File: src/rtl/ring_arbiter.sv
// ring_arbiter: round-robin one-hot grant with hold-until-release; watchdog under RING_ARBITER_TIMEOUT_EN
module ring_arbiter #(
  parameter int N        = 7,
  parameter int IDW      = 3,
  parameter int MAX_HOLD = 15
) (
  input  logic           clock,
  input  logic           reset,
  input  logic [N-1:0]   req,
  input  logic           owner_release,
  output logic [N-1:0]   grant,
  output logic           gnt_valid,
  output logic [IDW-1:0] gnt_id,
  output logic [IDW-1:0] ptr,
  output logic           timeout
);
  typedef enum logic {IDLE, BUSY} state_t;
  state_t         state_q, state_d;
  logic [N-1:0]   grant_q, grant_d;
  logic [IDW-1:0] gnt_id_q, gnt_id_d, ptr_q, ptr_d, sel;
  logic [7:0]     hold_cnt_q, hold_cnt_d;
  logic           timeout_q, timeout_d, found;
  // scan downward so the index closest to ptr overwrites the others
  always_comb begin
    found = 1'b0;
    sel   = '0;
    for (int i = N - 1; i >= 0; i--) begin
      if (req[(int'(ptr_q) + i) % N]) begin
        found = 1'b1;
        sel   = IDW'((int'(ptr_q) + i) % N);
      end
    end
  end
  always_comb begin
    state_d    = state_q;
    grant_d    = grant_q;
    gnt_id_d   = gnt_id_q;
    ptr_d      = ptr_q;
    hold_cnt_d = hold_cnt_q;
    timeout_d  = 1'b0;
    if (state_q == IDLE) begin
      if (found) begin
        state_d    = BUSY;
        grant_d    = {{(N-1){1'b0}}, 1'b1} << sel;
        gnt_id_d   = sel;
        ptr_d      = (sel == IDW'(N - 1)) ? '0 : sel + 1'b1;
        hold_cnt_d = '0;
      end
    end else if (owner_release) begin
      state_d = IDLE;
      grant_d = '0;
`ifdef RING_ARBITER_TIMEOUT_EN
    end else if (hold_cnt_q == 8'(MAX_HOLD - 1)) begin
      state_d   = IDLE;
      grant_d   = '0;
      timeout_d = 1'b1;
`endif
    end else begin
      hold_cnt_d = (hold_cnt_q == 8'hFF) ? hold_cnt_q : hold_cnt_q + 8'd1;
    end
  end
  always_ff @(posedge clock) begin
    if (reset) begin
      state_q    <= IDLE;
      grant_q    <= '0;
      gnt_id_q   <= '0;
      ptr_q      <= '0;
      hold_cnt_q <= '0;
      timeout_q  <= 1'b0;
    end else begin
      state_q    <= state_d;
      grant_q    <= grant_d;
      gnt_id_q   <= gnt_id_d;
      ptr_q      <= ptr_d;
      hold_cnt_q <= hold_cnt_d;
      timeout_q  <= timeout_d;
    end
  end
  assign grant     = grant_q;
  assign gnt_valid = (state_q == BUSY);
  assign gnt_id    = gnt_id_q;
  assign ptr       = ptr_q;
  assign timeout   = timeout_q;
endmodule

File: config.mk
export PLATFORM = sky130hd
export DESIGN_NAME = ring_arbiter
export DESIGN_NICKNAME = d
export VERILOG_FILES = /design/src/rtl/ring_arbiter.sv
export SDC_FILE = /design/constraint.sdc
export NUM_CORES = 1
export LEC_CHECK = 0
export ABC_AREA = 1
export CAP_MARGIN = 20
export CORE_ASPECT_RATIO = 0.6
export CORE_UTILIZATION = 35
export DETAILED_ROUTE_END_ITERATION = 16
export GPL_ROUTABILITY_DRIVEN = 0
export PLACE_DENSITY = 0.65
export SYNTH_ARGS = -nofsm -noshare
export SYNTH_HDL_FRONTEND = slang
export SYNTH_SLANG_ARGS = --single-unit
File: constraint.sdc
create_clock -name clock -period 5.8 [get_ports clock]
set_input_delay 1.16 -clock clock [delete_from_list [all_inputs] [get_ports clock]]
set_output_delay 1.16 -clock clock [all_outputs]
set_load 0.1 [all_outputs]
==> impl_metrics.toml, run 1 <==
[run_status]
outcome = "completed"

[drt]
drt.antenna.violating_nets = 0
drt-initial-drc-count = 219
detail_route.vias_per_cell = 5.12
via_count = 2701
routedWlPerCell_um = 13.8
drc_violation_count_after_routing = 0
length_of_the_first_detailed_routing_pass_in_iterations = 4
postRouteWirelength_mm = 7.28

[floorplan]
initial_core_utilization_pct = 37.5
std_cell_rows = 23
die-height_um = 68.6
io_pins = 25
floorplan.die_area_um2 = 7750
fp.coreArea_um2 = 6910
chipWidth_um = 113

[sta]
min_period_over_period_pct = 81.2
worst-slew-pin-transition_ns = 0.993
finalHoldViolations = 0
finalCriticalPeriod_ns = 4.71
timing.clock.skew_ns = 0.00286
worst_slew_margin_rel_pct = 33.6
finalWorstSetupSlack_ns = 1.09
tns_ns = 0
slew_viol_final = 0
timing.final.setup_violations = 0
timing.fmax_mhz = 212
unrepaired_setup_endpoints_after_global_routing = "false"

[global_route]
grt_pass1_vias = 2365
global_route.usage.total_pct = 19.0
antenna_found_initial = 0
grt_start_max_net_pins = 18
grt_pass1_wl_mm = 11.5
grt_remaining_overflow = 0

[synth]
seq_area_frac_synth_pct = 10.8
synth-warning-count = 0
synthesis.nets = 455
synthDistinctLibCells = 43
ys_async_sr_fraction_pct = 0
synth_top_cells_by_area = "nand2_1 (17%), ha_1 (13%), dfxtp_1 (11%)"
avg_inst_size_synth_um2 = 6.18
synth.largest_area_cell = "nand2_1"
ys_ff_latch = 14
syn_inst = 419
synth_top_area_share_pct = 16.5
synth_enable_flop_cells = 0
postSynth.topFlopCell = "dfxtp_1"
synth_area_um2 = 2590

[cts]
insertion_delay_ns = 0.24
numCtsBuffers = 3
cts_buffer_depth = 2
cts_hold_buffers = 0
clkSinkCount = 14
clock_slew_at_reported_path_ffs_ns = 0.05
cts_resized = 0
cts-htree-levels = 1
post-cts-setup-buffers = 0
cts_root_buffer = "clkbuf_16"
tritoncts = "done"

[critical_path]
cpMaxStageDelayCell = "dfxtp_1"
setup.worst_path.end_class = "flop"
worst_r2r_setup_slack_ns = 1.09
setup.worst_path.start = "ptr[0]"
cpPeakStageDelay_ns = 0.50
worst_path_maximum_fanout = 17
criticalPathCategory = "reg2reg"
critPathLaunchType = "flop"
arrival_time_of_data_at_the_critical_path_endpoint_ns = 4.89
regToRegStartpoint = "ptr[0]"
critPathRequiredTime_ns = 5.98
timing.critical_path.mode_cell = "nand2_1"

[final_layout]
layout.nets = 478
area_growth_syn_to_layout_pct = 14.9
num_antenna_cells = 0
layout-drive-gt1-share_pct = 17.5
stdcell_count = 528

[placed_design]
detailed_place_hpwl_mm = 5.93
post-place-cells = 524
detailedPlace.worstSlack_ns = 1.21
port-buffer-count = 23

[run]
cap_violations = 0

[worst_hold_path]
worst_hold_path_type = "reg2reg"
holdCritStartpoint = "grant[0]"
cell families after synthesis:
| kind of cell | count (synthesis) | share of synthesized area [%] |
|---|---|---|
| AO/OA/AOI/OAI | 61 | 15.3 |
| XOR/XNOR | 10 | 4.98 |
| adder cells (fa/ha/maj) | 26 | 12.6 |
| buffers and inverters | 75 | 11.9 |
| flip-flops | 14 | 10.8 |
| other | 1 | 0.145 |
| AND/OR/NAND/NOR | 232 | 44.2 |
through the flow:
stage	area (um^2)	hold WS (ns)	util, %
finish	2970	0.467	43.0
global route	2970	0.487	43.0
CTS	2970	0.469	43.0
detailed placement	2880	0.455	41.8
global placement	2880	0.453	41.8
floorplan	2590	0.900	-
registers in the layout, indices dropped and copies added, names as in the netlist:
register and cells:
grant 7, gnt_valid 1, gnt_id 3, ptr 3
area by class of cell:
type | instances | area [um^2]
tap | 87 | 109
inverter | 69 | 259
timing repair buffer | 24 | 238
sequential | 14 | 280
fill | 677 | 3930
clock buffer | 4 | 88.8
multi-input combinational | 330 | 2000
worst max-delay path: cells and delay by family, from the launching register on:
family,cells,cell delay (ns)
flip-flops,1,0.50
AO/OA/AOI/OAI,3,0.46
adder cells (fa/ha/maj),5,1.45
buffers and inverters,3,0.60
AND/OR/NAND/NOR,18,1.62
path summary, 6_finish.rpt:
kind | end | cells past startpoint
setup / recovery | ptr[2] | 29
hold / removal | grant[0] | 2
setup reg to reg | ptr[2] | 29
hold reg to reg | grant[0] | 2
cells in the mapped netlist, types with 2 or more instances:
library cell	instances
nand3_1	38
inv_1	58
nand2_4	5
nand2_1	114
nand3_2	6
nand2_2	22
nor2_2	4
a21oi_1	14
o21ai_2	6
inv_2	11
nor2_4	3
o21ai_0	17
o21bai_1	2
o211ai_1	7
a21oi_2	4
nor3_1	3
or2_1	2
dfxtp_1	14
ha_1	26
nor2_1	27
xor2_2	2
nand4_1	2
o21ai_1	5
buf_6	3
xor2_1	6
cells in the final DEF (no fill, tap or decap), types with 2 or more instances in the layout:
| cell | instances |
|---|---|
| a21oi_1 | 14 |
| a21oi_2 | 4 |
| clkbuf_16 | 3 |
| clkdlybuf4s50_1 | 23 |
| dfxtp_1 | 14 |
| ha_1 | 26 |
| inv_1 | 58 |
| inv_2 | 11 |
| nand2_1 | 114 |
| nand2_2 | 22 |
| nand2_4 | 5 |
| nand3_1 | 38 |
| nand3_2 | 6 |
| nand4_1 | 2 |
| nor2_1 | 27 |
| nor2_2 | 4 |
| nor2_4 | 3 |
| nor3_1 | 3 |
| o211ai_1 | 7 |
| o21ai_0 | 17 |
| o21ai_1 | 5 |
| o21ai_2 | 6 |
| o21bai_1 | 2 |
| or2_1 | 2 |
| xor2_1 | 6 |
| xor2_2 | 2 |
per-layer routing:
metal  global-route usage, %  wire length [um]  up-vias
li1                        -                 -     1379
met1                    29.2              3820     1209
met2                    25.8              2520      113
met3                    6.03               929        0
met4                    1.15                 0        0
met5                       0                 0        -
Power of run 1 is left out: the tool's default activity adds up to more than one toggle a clock period on the data nets, which glitch-free logic cannot reach.
==> inputs of run 2 (changes only) <==
==> constraint.sdc (replaced) <==
create_clock -name clock -period 4.5 [get_ports clock]
set_input_delay 0.9 -clock clock [delete_from_list [all_inputs] [get_ports clock]]
set_output_delay 0.9 -clock clock [all_outputs]
set_load 0.1 [all_outputs]
==> impl_metrics.toml, run 2 (same netlist as run 1, synthesis figures left out) <==
[cts]
post-cts-setup-buffers = 0
clock_slew_at_reported_path_ffs_ns = 0.05
tritoncts = "done"
cts-htree-levels = 1
cts_buffer_depth = 2
clkSinkCount = 14
insertion_delay_ns = 0.25
cts_root_buffer = "clkbuf_16"
numCtsBuffers = 3

[sta]
finalCriticalPeriod_ns = 4.15
timing.clock.skew_ns = 0.00379
worst-slew-pin-transition_ns = 1.00
unrepaired_setup_endpoints_after_global_routing = "false"
min_period_over_period_pct = 92.3
finalWorstSetupSlack_ns = 0.347
tns_ns = 0
timing.final.setup_violations = 0
finalHoldViolations = 0
timing.fmax_mhz = 241
timing.hold.ws_ns = 0.462
worst_slew_margin_rel_pct = 32.8
slew_viol_final = 0

[floorplan]
initial_core_utilization_pct = 37.5
fp.coreArea_um2 = 6910
floorplan.die_area_um2 = 7750
io_pins = 25
std_cell_rows = 23
chipWidth_um = 113
die-height_um = 68.6

[final_layout]
num_antenna_cells = 0
layout.nets = 482
layout_commonest_cell = "nand2_1"
final_area_um2 = 3020
mostFrequentLayoutCells = "nand2_1 (113), inv_1 (58), nand3_1 (38)"
fill_cells = 707
largest_reg_flops = 7
area_growth_syn_to_layout_pct = 16.7
multi_input_area_um2 = 2010
final-seq-area_um2 = 282
layout-drive-gt1-share_pct = 18.9

[drt]
drt-initial-drc-count = 292
postRouteWirelength_mm = 7.55
detail_route.vias_per_cell = 5.15
drt.antenna.violating_nets = 0
via_count = 2741
routedWlPerCell_um = 14.2
drc_violation_count_after_routing = 0
length_of_the_first_detailed_routing_pass_in_iterations = 5

[global_route]
grt_pass1_vias = 2475
antenna_found_initial = 0
grt_start_max_net_pins = 18
grt_pass1_wl_mm = 12.3
global_route.usage.total_pct = 20.3
grt_remaining_overflow = 0

[worst_hold_path]
worst_hold_path_type = "reg2reg"

[critical_path]
critPathLaunchType = "flop"
critPathRequiredTime_ns = 4.66
arrival_time_of_data_at_the_critical_path_endpoint_ns = 4.31
criticalPathCategory = "reg2reg"
worst_path_maximum_fanout = 13
setup.worst_path.end_class = "flop"

[placed_design]
detailed_place_hpwl_mm = 6.17
placement.cell_area_um2 = 2910
port-buffer-count = 23
detailedPlace.worstSlack_ns = 0.343

[run]
cap_violations = 0

[run_status]
outcome = "completed"
run 2: worst max-delay path: stages (launching register included):
cell and delay, ns:
dfxtp_1 0.56, inv_2 0.15, ha_1 0.36, inv_1 0.14, o21ai_2 0.21, xor2_1 0.25, ha_1 0.19, ha_1 0.14
nand2_1 0.08, nand2_2 0.14, nand2_1 0.08, nand2_2 0.18, nand2_1 0.07, o211ai_1 0.12, nand3_2 0.15, nand2_4 0.16
nor2_4 0.04, nand3b_4 0.08, nor2_4 0.05, nor2_4 0.28, nand3_1 0.24, nor2_2 0.19, nor2_1 0.06, nor2_1 0.14
run 2: path summary, 6_finish.rpt:
check	slack (ns)	cells after the start	start	endpoint
max reg2reg	0.35	23	ptr[2]	ptr[1]
max	0.35	23	ptr[2]	ptr[1]
min	0.46	2	grant[5]	grant[5]
min reg2reg	0.46	2	grant[5]	grant[5]
run 2: repair_timing:
action	in CTS	in global routing
endpoints found under the setup margin	0	3
hold buffers	0	0
hold endpoints to repair	0	0
gates resized for setup	0	5
run 2: cell type report:
type | count | area share, %
Clock buffer | 4 | 2.94
Inverter | 69 | 8.57
Multi-Input combinational cell | 330 | 66.7
Sequential cell | 14 | 9.32
Tap cell | 87 | 3.60
Timing Repair Buffer | 28 | 8.86
run 2: per-stage QoR:
stage          utilization, %  std cells
3_5_place_dp             42.2        528
4_1_cts                  43.5        532
5_1_grt                  43.7        532
3_3_place_gp             42.2        528
6_report                 43.7        532
2_1_floorplan               -        419
run 2: per-layer routing:
metal,vias to the layer above,track usage (%),part of all wire (%),routed length (um)
met3,7,4.55,11,846
li1,1386,-,-,-
met4,0,1.81,0.53,40
met5,-,0,0,0
met2,122,29.8,37,2810
met1,1226,30.6,51,3850
Power of run 2 is left out for the same reason.
==> inputs of run 3 (changes only) <==
--- a/config.mk
+++ b/config.mk
@@ -9,6 +9,7 @@
 export CAP_MARGIN = 20
 export CORE_ASPECT_RATIO = 0.6
 export CORE_UTILIZATION = 35
+export CTS_BUF_LIST = sky130_fd_sc_hd__clkbuf_2 sky130_fd_sc_hd__clkbuf_4 sky130_fd_sc_hd__clkbuf_8
 export DETAILED_ROUTE_END_ITERATION = 16
 export GPL_ROUTABILITY_DRIVEN = 0
 export PLACE_DENSITY = 0.65
==> impl_metrics.toml, run 3 (same netlist as run 1, synthesis figures left out) <==
[run_status]
outcome = "completed"

[sta]
min_period_over_period_pct = 92.5
unrepaired_setup_endpoints_after_global_routing = "false"
worst-slew-pin-transition_ns = 0.985
slew_viol_final = 0
timing.final.setup_violations = 0
tns_ns = 0
worst_slew_margin_rel_pct = 34.1
timing.clock.skew_ns = 0.00709
timing.fmax_mhz = 240
finalCriticalPeriod_ns = 4.16
finalHoldViolations = 0

[final_layout]
final-seq-area_um2 = 282
layout.nets = 482
num_antenna_cells = 0
mostFrequentLayoutCells = "nand2_1 (113), inv_1 (58), nand3_1 (38)"
layout_commonest_cell = "nand2_1"
final_util_pct = 43.1
fill_cells = 710
layout-drive-gt1-share_pct = 18.9
largest_reg_flops = 7
area_growth_syn_to_layout_pct = 15.0
multi_input_area_um2 = 2000

[cts]
insertion_delay_ns = 0.26
tritoncts = "done"
cts-htree-levels = 1
cts_resized = 0
clkSinkCount = 14
cts_buffer_depth = 2
cts_hold_buffers = 0
numCtsBuffers = 3
cts_root_buffer = "clkbuf_8"
clock_slew_at_reported_path_ffs_ns = 0.07
post-cts-setup-buffers = 0

[worst_hold_path]
worst_hold_path_type = "reg2reg"

[drt]
detail_route.vias_per_cell = 5.14
postRouteWirelength_mm = 7.47
routedWlPerCell_um = 14.0
drt-initial-drc-count = 285
drc_violation_count_after_routing = 0
length_of_the_first_detailed_routing_pass_in_iterations = 5
drt.antenna.violating_nets = 0
via_count = 2733

[critical_path]
arrival_time_of_data_at_the_critical_path_endpoint_ns = 4.33
setup.worst_path.end_class = "flop"
critPathLaunchType = "flop"
critPathRequiredTime_ns = 4.67
criticalPathCategory = "reg2reg"
worst_path_maximum_fanout = 13

[global_route]
grt_pass1_wl_mm = 12.2
global_route.usage.total_pct = 20.2
grt_remaining_overflow = 0
grt_pass1_vias = 2469
grt_start_max_net_pins = 18
antenna_found_initial = 0

[floorplan]
std_cell_rows = 23
io_pins = 25
initial_core_utilization_pct = 37.5
die-height_um = 68.6
fp.coreArea_um2 = 6910
floorplan.die_area_um2 = 7750
chipWidth_um = 113

[placed_design]
detailed_place_hpwl_mm = 6.17
port-buffer-count = 23

[run]
cap_violations = 0
-- run 3: changes by cell type in the layout (fill, tap and decap cells not counted) --
cell / delta
clkbuf_16: -3
xor2_2: +1
clkbuf_8: +3
xor2_4: -1
-- run 3: layout make-up --
type	instances	share of cell area [%]
Clock buffer	4	1.85
Inverter	69	8.70
Multi-Input combinational cell	330	67.3
Sequential cell	14	9.46
Tap cell	87	3.66
Timing Repair Buffer	28	9.00
-- run 3: final timing paths --
path	from	to	slack, ns	depth (start not counted)
hold reg to reg	grant[5]	grant[5]	0.46	2
setup reg to reg	ptr[2]	ptr[1]	0.34	23
setup / recovery	ptr[2]	ptr[1]	0.34	23
hold / removal	grant[5]	grant[5]	0.46	2
-- run 3: metrics by stage --
stage | area (um^2) | cells | setup slack [ns] | hold slack (ns)
2_1_floorplan | 2590 | 419 | 0.0149 | 0.900
5_1_grt | 2980 | 532 | 0.0190 | 0.486
3_3_place_gp | 2910 | 528 | 0.382 | 0.453
3_5_place_dp | 2910 | 528 | 0.343 | 0.457
4_1_cts | 2970 | 532 | 0.317 | 0.467
6_report | 2980 | 532 | 0.336 | 0.465
-- run 3: worst max-delay path, stage by stage (launching register included) --
cell and delay (ns):
dfxtp_1 0.57, inv_2 0.15, ha_1 0.36, inv_1 0.14, o21ai_2 0.21, xor2_1 0.25, ha_1 0.19, ha_1 0.14
nand2_1 0.08, nand2_2 0.14, nand2_1 0.08, nand2_2 0.19, nand2_1 0.08, o211ai_1 0.12, nand3_2 0.15, nand2_4 0.16
nor2_4 0.04, nand3b_4 0.07, nor2_4 0.05, nor2_4 0.28, nand3_1 0.25, nor2_2 0.18, nor2_1 0.06, nor2_1 0.13
-- run 3: metal layers --
layer / vias to the layer above / share of wire, % / track usage, %
met5: - / 0 / 0
met4: 0 / 0.28 / 2.47
met3: 4 / 13 / 5.33
met2: 129 / 36 / 29.4
met1: 1212 / 51 / 30.0
li1: 1388 / - / -
Power of run 3 is left out for the same reason.
